File: src/rtl/sad_trigger_ctrl_if.sv
// -----------------------------------------------------------------------------
// sad_trigger_ctrl_if
//   Groups the control, match and status signals of the SAD trigger sequencer.
//
//   Controller-facing inputs (driven by the master side):
//     armed_and_ready    capture armed (level)
//     short_sad          use half-length reference (sampled when arming)
//     multiple_triggers  re-trigger after holdoff when set
//     holdoff            post-trigger dead time in clk_adc cycles
//     clear_status       single-cycle pulse clearing triggered / num_triggers
//     match_in           raw "SAD <= threshold" from the datapath
//   Status outputs (driven by the slave side, i.e. the controller):
//     sad_flush          holds the SAD datapath pipeline in flush
//     trigger            qualified trigger, one cycle wide
//     triggered          sticky "at least one trigger since clear"
//     num_triggers       saturating trigger count
//     state              FSM state for debug readback
// -----------------------------------------------------------------------------
interface sad_trigger_ctrl_if #(
  parameter int pCOUNT_WIDTH   = 8,
  parameter int pHOLDOFF_WIDTH = 16
);
  logic                      armed_and_ready;
  logic                      short_sad;
  logic                      multiple_triggers;
  logic [pHOLDOFF_WIDTH-1:0] holdoff;
  logic                      clear_status;
  logic                      match_in;

  logic                      sad_flush;
  logic                      trigger;
  logic                      triggered;
  logic [pCOUNT_WIDTH-1:0]   num_triggers;
  logic [2:0]                state;

  // Register block / datapath side: drives control and match, reads status.
  modport master (
    output armed_and_ready, short_sad, multiple_triggers, holdoff,
           clear_status, match_in,
    input  sad_flush, trigger, triggered, num_triggers, state
  );

  // Sequencer side.
  modport slave (
    input  armed_and_ready, short_sad, multiple_triggers, holdoff,
           clear_status, match_in,
    output sad_flush, trigger, triggered, num_triggers, state
  );
endinterface

File: src/rtl/sad_trigger_ctrl.sv
// -----------------------------------------------------------------------------
// sad_trigger_ctrl
//   Sequencing controller for the SAD trigger datapath (clk_adc domain).
//   Turns the raw per-sample SAD match into a qualified, one-cycle trigger:
//   keeps the datapath in flush while disarmed, waits for the reference
//   buffer to fill after arming, enforces a holdoff between triggers in
//   multiple-trigger mode and keeps the sticky flag / saturating count that
//   software reads back through the SAD status register.
//
//   Ports:
//     clk_adc   ADC sample clock (only clock)
//     reset_n   asynchronous active-low reset
//     bus       sad_trigger_ctrl_if.slave (control inputs, status outputs)
//
//   Every output is a flop or a decode of the state flop; there is no
//   combinational path from any input to any output.
// -----------------------------------------------------------------------------
module sad_trigger_ctrl #(
  parameter int pREF_SAMPLES   = 128,
  parameter int pCOUNT_WIDTH   = 8,
  parameter int pHOLDOFF_WIDTH = 16
) (
  input  logic                 clk_adc,
  input  logic                 reset_n,
  sad_trigger_ctrl_if.slave    bus
);

  typedef enum logic [2:0] {
    IDLE    = 3'd0,
    FILL    = 3'd1,
    ACTIVE  = 3'd2,
    HOLDOFF = 3'd3,
    DONE    = 3'd4
  } state_t;

  localparam logic [15:0]             FILL_FULL = 16'(pREF_SAMPLES);
  localparam logic [15:0]             FILL_HALF = 16'(pREF_SAMPLES / 2);
  localparam logic [pCOUNT_WIDTH-1:0] COUNT_MAX = '1;

  // Saturating increment for the trigger counter: sticks at all-ones.
  function automatic logic [pCOUNT_WIDTH-1:0] sat_inc(
    input logic [pCOUNT_WIDTH-1:0] val
  );
    if (val == COUNT_MAX) return COUNT_MAX;
    else                  return val + 1'b1;
  endfunction

  // Last cnt value of the holdoff window; a holdoff of 0 behaves as 1.
  function automatic logic [15:0] holdoff_last(
    input logic [pHOLDOFF_WIDTH-1:0] ho
  );
    if (ho == '0) return 16'd0;
    else          return 16'(ho) - 16'd1;
  endfunction

  state_t                  r_state;
  logic [15:0]             r_cnt;
  logic [15:0]             r_fill_len;
  logic                    r_trigger;
  logic                    r_triggered;
  logic [pCOUNT_WIDTH-1:0] r_num_triggers;

  state_t                  w_state_nxt;
  logic [15:0]             w_cnt_nxt;
  logic [15:0]             w_fill_len_nxt;
  logic                    w_hit;
  logic [15:0]             w_holdoff_last;
  logic [pCOUNT_WIDTH-1:0] w_num_cleared;
  logic [pCOUNT_WIDTH-1:0] w_num_nxt;
  logic                    w_triggered_nxt;

  assign w_holdoff_last = holdoff_last(bus.holdoff);

  // ---------------------------------------------------------------------------
  // State register
  // ---------------------------------------------------------------------------
  always_ff @(posedge clk_adc or negedge reset_n) begin
    if (!reset_n) r_state <= IDLE;
    else          r_state <= w_state_nxt;
  end

  // ---------------------------------------------------------------------------
  // Next-state and sequencing decode
  // ---------------------------------------------------------------------------
  always_comb begin
    w_state_nxt    = r_state;
    w_cnt_nxt      = r_cnt;
    w_fill_len_nxt = r_fill_len;
    w_hit          = 1'b0;

    // Disarm overrides everything, including a match seen in ACTIVE, so a
    // coincident disarm never produces a trigger or bumps the count.
    if (!bus.armed_and_ready) begin
      w_state_nxt = IDLE;
    end else begin
      unique case (r_state)
        IDLE: begin
          w_state_nxt    = FILL;
          w_cnt_nxt      = 16'd0;
          w_fill_len_nxt = bus.short_sad ? FILL_HALF : FILL_FULL;
        end
        FILL: begin
          // Matches are meaningless until the reference buffer is full.
          w_cnt_nxt = r_cnt + 16'd1;
          if (r_cnt == r_fill_len - 16'd1) w_state_nxt = ACTIVE;
        end
        ACTIVE: begin
          if (bus.match_in) begin
            w_hit       = 1'b1;
            w_cnt_nxt   = 16'd0;
            w_state_nxt = bus.multiple_triggers ? HOLDOFF : DONE;
          end
        end
        HOLDOFF: begin
          w_cnt_nxt = r_cnt + 16'd1;
          if (r_cnt == w_holdoff_last) w_state_nxt = ACTIVE;
        end
        DONE: begin
          w_state_nxt = DONE;
        end
        default: begin
          w_state_nxt = IDLE;
        end
      endcase
    end
  end

  // Status update: clear is applied first, then a coincident trigger counts,
  // so clear + trigger in one cycle leaves triggered=1, num_triggers=1.
  always_comb begin
    w_num_cleared   = bus.clear_status ? '0 : r_num_triggers;
    w_num_nxt       = w_hit ? sat_inc(w_num_cleared) : w_num_cleared;
    w_triggered_nxt = w_hit | (r_triggered & ~bus.clear_status);
  end

  // ---------------------------------------------------------------------------
  // Counter, fill length, trigger pulse and status registers
  // ---------------------------------------------------------------------------
  always_ff @(posedge clk_adc or negedge reset_n) begin
    if (!reset_n) begin
      r_cnt          <= 16'd0;
      r_fill_len     <= FILL_FULL;
      r_trigger      <= 1'b0;
      r_triggered    <= 1'b0;
      r_num_triggers <= '0;
    end else begin
      r_cnt          <= w_cnt_nxt;
      r_fill_len     <= w_fill_len_nxt;
      r_trigger      <= w_hit;
      r_triggered    <= w_triggered_nxt;
      r_num_triggers <= w_num_nxt;
    end
  end

  // ---------------------------------------------------------------------------
  // Outputs
  // ---------------------------------------------------------------------------
  // The datapath is flushed exactly while idle, so flush drops on the same
  // edge that leaves IDLE.
  assign bus.sad_flush    = (r_state == IDLE);
  assign bus.trigger      = r_trigger;
  assign bus.triggered    = r_triggered;
  assign bus.num_triggers = r_num_triggers;
  assign bus.state        = r_state;

endmodule

File: src/flat_wrapper.sv
// flat-port wrapper written by rule: the top's interface ports become plain ports
module sad_trigger_ctrl_flat 
#(
  parameter int pREF_SAMPLES   = 128,
  parameter int pCOUNT_WIDTH   = 8,
  parameter int pHOLDOFF_WIDTH = 16
)
  (clk_adc, reset_n, bus_armed_and_ready, bus_short_sad, bus_multiple_triggers, bus_holdoff, bus_clear_status, bus_match_in, bus_sad_flush, bus_trigger, bus_triggered, bus_num_triggers, bus_state);
  sad_trigger_ctrl_if #(.pCOUNT_WIDTH(pCOUNT_WIDTH), .pHOLDOFF_WIDTH(pHOLDOFF_WIDTH)) bus_i ();
  input  logic clk_adc;
  input  logic reset_n;
  input wire logic [$bits(bus_i.armed_and_ready)-1:0] bus_armed_and_ready;
  input wire logic [$bits(bus_i.short_sad)-1:0] bus_short_sad;
  input wire logic [$bits(bus_i.multiple_triggers)-1:0] bus_multiple_triggers;
  input wire logic [$bits(bus_i.holdoff)-1:0] bus_holdoff;
  input wire logic [$bits(bus_i.clear_status)-1:0] bus_clear_status;
  input wire logic [$bits(bus_i.match_in)-1:0] bus_match_in;
  output wire logic [$bits(bus_i.sad_flush)-1:0] bus_sad_flush;
  output wire logic [$bits(bus_i.trigger)-1:0] bus_trigger;
  output wire logic [$bits(bus_i.triggered)-1:0] bus_triggered;
  output wire logic [$bits(bus_i.num_triggers)-1:0] bus_num_triggers;
  output wire logic [$bits(bus_i.state)-1:0] bus_state;
  assign bus_i.armed_and_ready = bus_armed_and_ready;
  assign bus_i.short_sad = bus_short_sad;
  assign bus_i.multiple_triggers = bus_multiple_triggers;
  assign bus_i.holdoff = bus_holdoff;
  assign bus_i.clear_status = bus_clear_status;
  assign bus_i.match_in = bus_match_in;
  assign bus_sad_flush = bus_i.sad_flush;
  assign bus_trigger = bus_i.trigger;
  assign bus_triggered = bus_i.triggered;
  assign bus_num_triggers = bus_i.num_triggers;
  assign bus_state = bus_i.state;
  sad_trigger_ctrl #(.pREF_SAMPLES(pREF_SAMPLES), .pCOUNT_WIDTH(pCOUNT_WIDTH), .pHOLDOFF_WIDTH(pHOLDOFF_WIDTH)) u_core (.clk_adc(clk_adc), .reset_n(reset_n), .bus(bus_i));
endmodule
File: config.mk
export PLATFORM = sky130hd
export DESIGN_NAME = sad_trigger_ctrl_flat
export DESIGN_NICKNAME = d
export VERILOG_FILES = /design/src/rtl/sad_trigger_ctrl_if.sv /design/src/rtl/sad_trigger_ctrl.sv /design/src/flat_wrapper.sv
export SDC_FILE = /design/constraint.sdc
export NUM_CORES = 1
export LEC_CHECK = 0
export CAP_MARGIN = 20
export CORE_ASPECT_RATIO = 0.75
export CORE_MARGIN = 2
export CORE_UTILIZATION = 30
export DETAILED_ROUTE_END_ITERATION = 16
export DONT_BUFFER_PORTS = 1
export PLACE_DENSITY_LB_ADDON = 0.08
export SLEW_MARGIN = 20
export SYNTH_ARGS = -nofsm -noshare
export SYNTH_HDL_FRONTEND = slang
export SYNTH_SLANG_ARGS = --single-unit
File: constraint.sdc
create_clock -name clk_adc -period 2.1 [get_ports clk_adc]
set_input_delay 0.21 -clock clk_adc [delete_from_list [all_inputs] [get_ports clk_adc]]
set_output_delay 0.21 -clock clk_adc [all_outputs]
set_load 0.005 [all_outputs]
### Word level (Yosys, flattened, before mapping)

Index checks and enable logic that the tools add are counted.

* register bits: 45

* equal/unequal tests: 11
* bitwise logic cells: 3
* reduce and logical (&&, ||, !) cells: 7
* add/subtract/negate cells: 4
* multiplexer cells: 16

Operators by type and width (number)
* $pmux 16 s3: 1
* $eq 16x16->1: 2
* $mux 16: 2
* $mux 8: 4
* $sub 16x1->16 const B: 2
* $add 16x1->16 const B: 1
* $logic_not 16->1: 1
* $mux 3: 5
* $pmux 3 s5: 1
* $add 8x1->8 const B: 1
* $eq 8x8->1 const B: 1
* $eq 3x2->1 const B: 2
* $ne 3x2->1 const B: 2
* $reduce_and 3->1: 2
* $eq 3x1->1 const B: 1
* $eq 3x3->1 const B: 1
* $logic_not 3->1: 1
* $mux 1: 3
* $ne 3x3->1 const B: 1
* $reduce_bool 3->1: 1
* $ne 2x2->1 const B: 1
* $reduce_and 2->1: 1
* $reduce_or 2->1: 1
* $and 1x1->1: 1
* other kinds (2): 2

### Depth between registers and ports, before layout

* depth in word-level cells: 6
* gate-level depth with buffers: 10
* depth with buffers taken out: 9

### Least setup slack after synthesis

No wires, ideal clock.

* kind: input-to-reg
* start point: input port bus_holdoff[3]
* end point: register u_core.r_state[0], in the netlist u_core.bus.state[0]
* data arrival time: 1.928 ns
* path slack: 0.039 ns
* path buffers: 1
* stages: 8
* path through: or3_1 > buf_6 > o31a_1 > or2_0 > o32a_1 > a2bb2oi_1 > nor4_2 > a31oi_1

* longest elaborated chain between the ends: 5
* elaborated cells between the ends (all ways): 6
* classes of those cells: 1 x add/sub; 2 x eq/ne; 1 x mux; 2 x reduce/logical

RTL lines
* start, declared: line flat_wrapper.sv:15 `input wire logic [$bits(bus_i.holdoff)-1:0] bus_holdoff;`
* $sub 16x1->16 or $logic_not 16->1 (tied branches): line sad_trigger_ctrl.sv:53, sad_trigger_ctrl.sv:52
* $mux 16 (*): line sad_trigger_ctrl.sv:52 `if (ho == '0) return 16'd0;`
* $eq 16x16->1 (*): line sad_trigger_ctrl.sv:116 `if (r_cnt == w_holdoff_last) w_state_nxt = ACTIVE;`
* $ne 3x2->1 (no line) (*)
* $reduce_and 3->1 (no line) (*)
* end signal, assigned: line sad_trigger_ctrl.sv:79 `else r_state <= w_state_nxt;`
* end, declared: line sad_trigger_ctrl.sv:56 `state_t r_state;`

Every way passes the cells marked *; elsewhere a longest branch is shown, timed or not.
A chain may end at the register's enable or synchronous reset.

### Worst setup path in the final report

* start point: register u_core.r_state[2], in the netlist u_core.bus.state[2]
* end point: register u_core.r_cnt[14]

* longest elaborated chain between the ends: 4
* elaborated cells between the ends (all ways): 9
* classes of those cells: 4 x eq/ne; 1 x mux; 4 x reduce/logical

RTL lines
* $eq 3x1->1 or $eq 3x2->1 (tied branches): line sad_trigger_ctrl.sv:96 `unique case (r_state)`
* $reduce_or 2->1 (no line)
* $reduce_bool 3->1 (no line)
* $reduce_and 3->1 (no line)
* end signal, assigned: line sad_trigger_ctrl.sv:147 `r_cnt <= w_cnt_nxt;`
* end, declared: line sad_trigger_ctrl.sv:57 `logic [15:0] r_cnt;`

Several ways; a longest one is shown, not always the timed one.

==> impl_metrics.ini <==
[status]
status = complete, no violations

[logic_synthesis]
synth.distinct_cells = 45
async_flop_share = 1.00
synth_area_sq_mm = 0.00236
avgSynthCellArea_sq_um = 8.03
synth-edff-count = 0
ys_ff_latch = 31
ys_warn_count = 0
synth_area_leaders = dfrtp_1, xnor2_1, xor2_1
ys_seq_area_frac = 0.329
synthCells = 294
syn-num-nets = 321
synth_largest_area_cell = dfrtp_1
synth_top_area_frac = 0.318
synth_ff_type = dfrtp_1

[timing]
max_slew_margin = 0.618
finalMaxSlewViolations = 0
setup_slack_ps = 226
timing.final.crit_share = 0.893
min_period_ps = 1870
rsz0062_at_grt = no
hold_viol = 0
skew_ps = 3.00
tightest_slew_ps = 567
clock.fmax_ghz = 0.534
finalSetupViolCount = 0

[floorplan]
initial_core_util = 0.315
boundaryPins = 37
rows = 27
core_area_sq_mm = 0.00750
die_height_um = 80.8
die-area_sq_mm = 0.00860
chipWidth_um = 106

[cells_and_area]
drive_gt1_frac = 0.116
area_delta_synth_final_pct = 15.2
num-fill-cells = 806
fin_util = 0.363
final_cells = 412
n_antenna_cell = 0
multiInputGateArea_sq_mm = 0.00147
fin_nets = 338
seqCellArea_sq_um = 777

[route]
vias = 2123
antenna_left = 0
drc_errors = 0
wirelength_um = 6420
viasPerCell = 5.15
wl_per_cell_um = 15.6
dr.pass1.iters = 4
drtIter0Drc = 108

[clock_network]
cts_tree = built
clk_pin_slew_ps = 70
numCtsBuffers = 5
cts_root_buf = clkbuf_8
cts_resized = 0
clock_path_buffers = 2
cts_max_level = 2
post_cts_buffers = 0
clock_latency_ps = 280
cts.sinks = 31

[setup_path]
cp-start-kind = flip-flop
setup.worst_path.class = flip-flop to flip-flop
critPathMaxFanout = 7
crit_arrival_ps = 2090
endpoint_kind = flip-flop
crit_required_ps = 2310

[pwr]
ir_worst_vdd_mv = 0.197
p_comb_frac = 0.152
power.density_mw_per_mm2 = 484
internal_power_w = 0.000963
p_leak_nw = 1.11
finalPower_w = 0.00132
netSwitchingFraction = 0.268
p_clk_frac = 0.371
seqPwrFrac = 0.477
power_switching_w = 0.000353

[global_route]
grt_pass1_vias = 2063
grt_overflow = 0
antenna_found_initial = 0
grt_pass1_wl_um = 10900
gr-usage-all-layers = 0.163
grt_max_degree = 32

[placement]
place_ws_ps = -26.1
port_buffers = 0
dpl.hpwl_um = 4930
dp_cells = 401
gp_congestion = 0.817

[worst_hold_path]
min_path_type = input pin to flip-flop

[job]
max-cap-violations = 0
kinds of logic (layout without fill, tap and decap cells):
kind of cell	after synthesis	in the layout	synth area share
simple gates	136	136	0.307
mux	6	6	0.0260
flops	31	31	0.329
buf+inv	27	44	0.0472
fa+ha+maj	4	4	0.0212
xor+xnor	34	34	0.126
compound gates	56	56	0.144
registers in the layout, summed over array words and instances, names as in the netlist:
register and count:
u_core.bus.state 3, u_core.r_fill_len 2, u_core.bus.num_triggers 8, u_core.r_cnt 16
u_core.bus.trigger 1, u_core.bus.triggered 1
per-layer routing:
layer / vias to the layer above / track usage / wire length [um]
met5: - / 0 / 0
met4: 0 / 0.0312 / 31
met3: 4 / 0.0353 / 312
met2: 29 / 0.226 / 2570
met1: 1007 / 0.254 / 3510
li1: 1083 / - / -
cells in the mapped netlist, types with 2 or more instances:
cell and count:
nor2_1 32, dfrtp_1 30, nand2_1 19, o21ai_0 19
xnor2_1 18, xor2_1 16, a21oi_1 15, nand4_1 14
clkbuf_1 13, nand3_1 12, nor3_1 12, inv_1 10
nor2b_1 10, or3_1 9, nor4_1 6, mux2i_1 5
nand2b_1 5, a31oi_1 4, ha_1 4, a21o_1 3
and3_1 3, o22ai_1 3, a2bb2oi_1 2, and4_1 2
buf_2 2, nor3b_1 2, nor4_2 2, nor4b_1 2
o211ai_1 2, o31a_1 2, or4_1 2
power by group through the flow:
stage          Combinational, W  Sequential, W  Clock [W]
2_1_floorplan          0.000133       0.000638          0
5_1_grt                0.000227       0.000628   0.000530
3_5_place_dp           0.000179       0.000639          0
6_report               0.000200       0.000627   0.000488
4_1_cts                0.000203       0.000627   0.000502
3_3_place_gp           0.000180       0.000639          0
worst max-delay path, stage by stage (launching register included):
cell	delay, ps
dfrtp_1	450
nand2b_1	190
a21o_1	190
or3_1	490
or3_1	340
a21oi_1	140
cells in the final DEF, fill, tap and decap left out, drive strengths merged, types with 4 or more instances in the layout:
cell type,Yosys,routed
mux2i,5,5
nand2b,5,5
buf,3,23
ha,4,4
or3,9,9
nand2,19,19
a21oi,15,15
o21ai,19,19
nand4,14,14
nor2,32,32
xnor2,18,18
nand3,12,12
nor2b,10,10
a31oi,4,4
nor3,12,12
inv,10,10
nor4,8,8
clkbuf,13,6
xor2,16,16
dfrtp,30,30
area by class of cell:
type / count / area share
multi-input cells: 236 / 0.541
flip-flops and latches: 31 / 0.286
repair buffers: 26 / 0.0791
well taps: 101 / 0.0465
clock buffers: 6 / 0.0304
inverters: 11 / 0.0152
clock inverters: 1 / 0.00184
through the flow:
stage	hold slack, ps	instance area (sq um)	setup TNS (ps)
final	28.7	2720	0
after global routing	20.9	2720	0
after CTS	24.2	2720	0
after detailed placement	-84.5	2580	-26.1
after global placement	-84.9	2580	-22.9
after floorplan	-85.6	2360	0
worst paths after layout:
| kind | startpoint | end | slack, ps | cells past startpoint |
|---|---|---|---|---|
| setup / recovery | u_core.bus.state[2] | u_core.r_cnt[14] | 230 | 5 |
| hold / removal | bus_clear_status | u_core.bus.num_triggers[7] | 30 | 1 |
| max in group asynchronous | reset_n | u_core.r_fill_len[7] | 1480 | 2 |
| hold reg to reg | u_core.r_fill_len[7] | u_core.r_fill_len[7] | 500 | 2 |
| setup reg to reg | u_core.bus.state[2] | u_core.r_cnt[14] | 230 | 5 |
| min in group asynchronous | reset_n | u_core.r_cnt[12] | 360 | 2 |
repair_timing:
action,CTS,global route
hold buffers,4,0
hold endpoints to repair,33,0
setup endpoints to repair,0,0
Power figures use the tool's default switching activity.
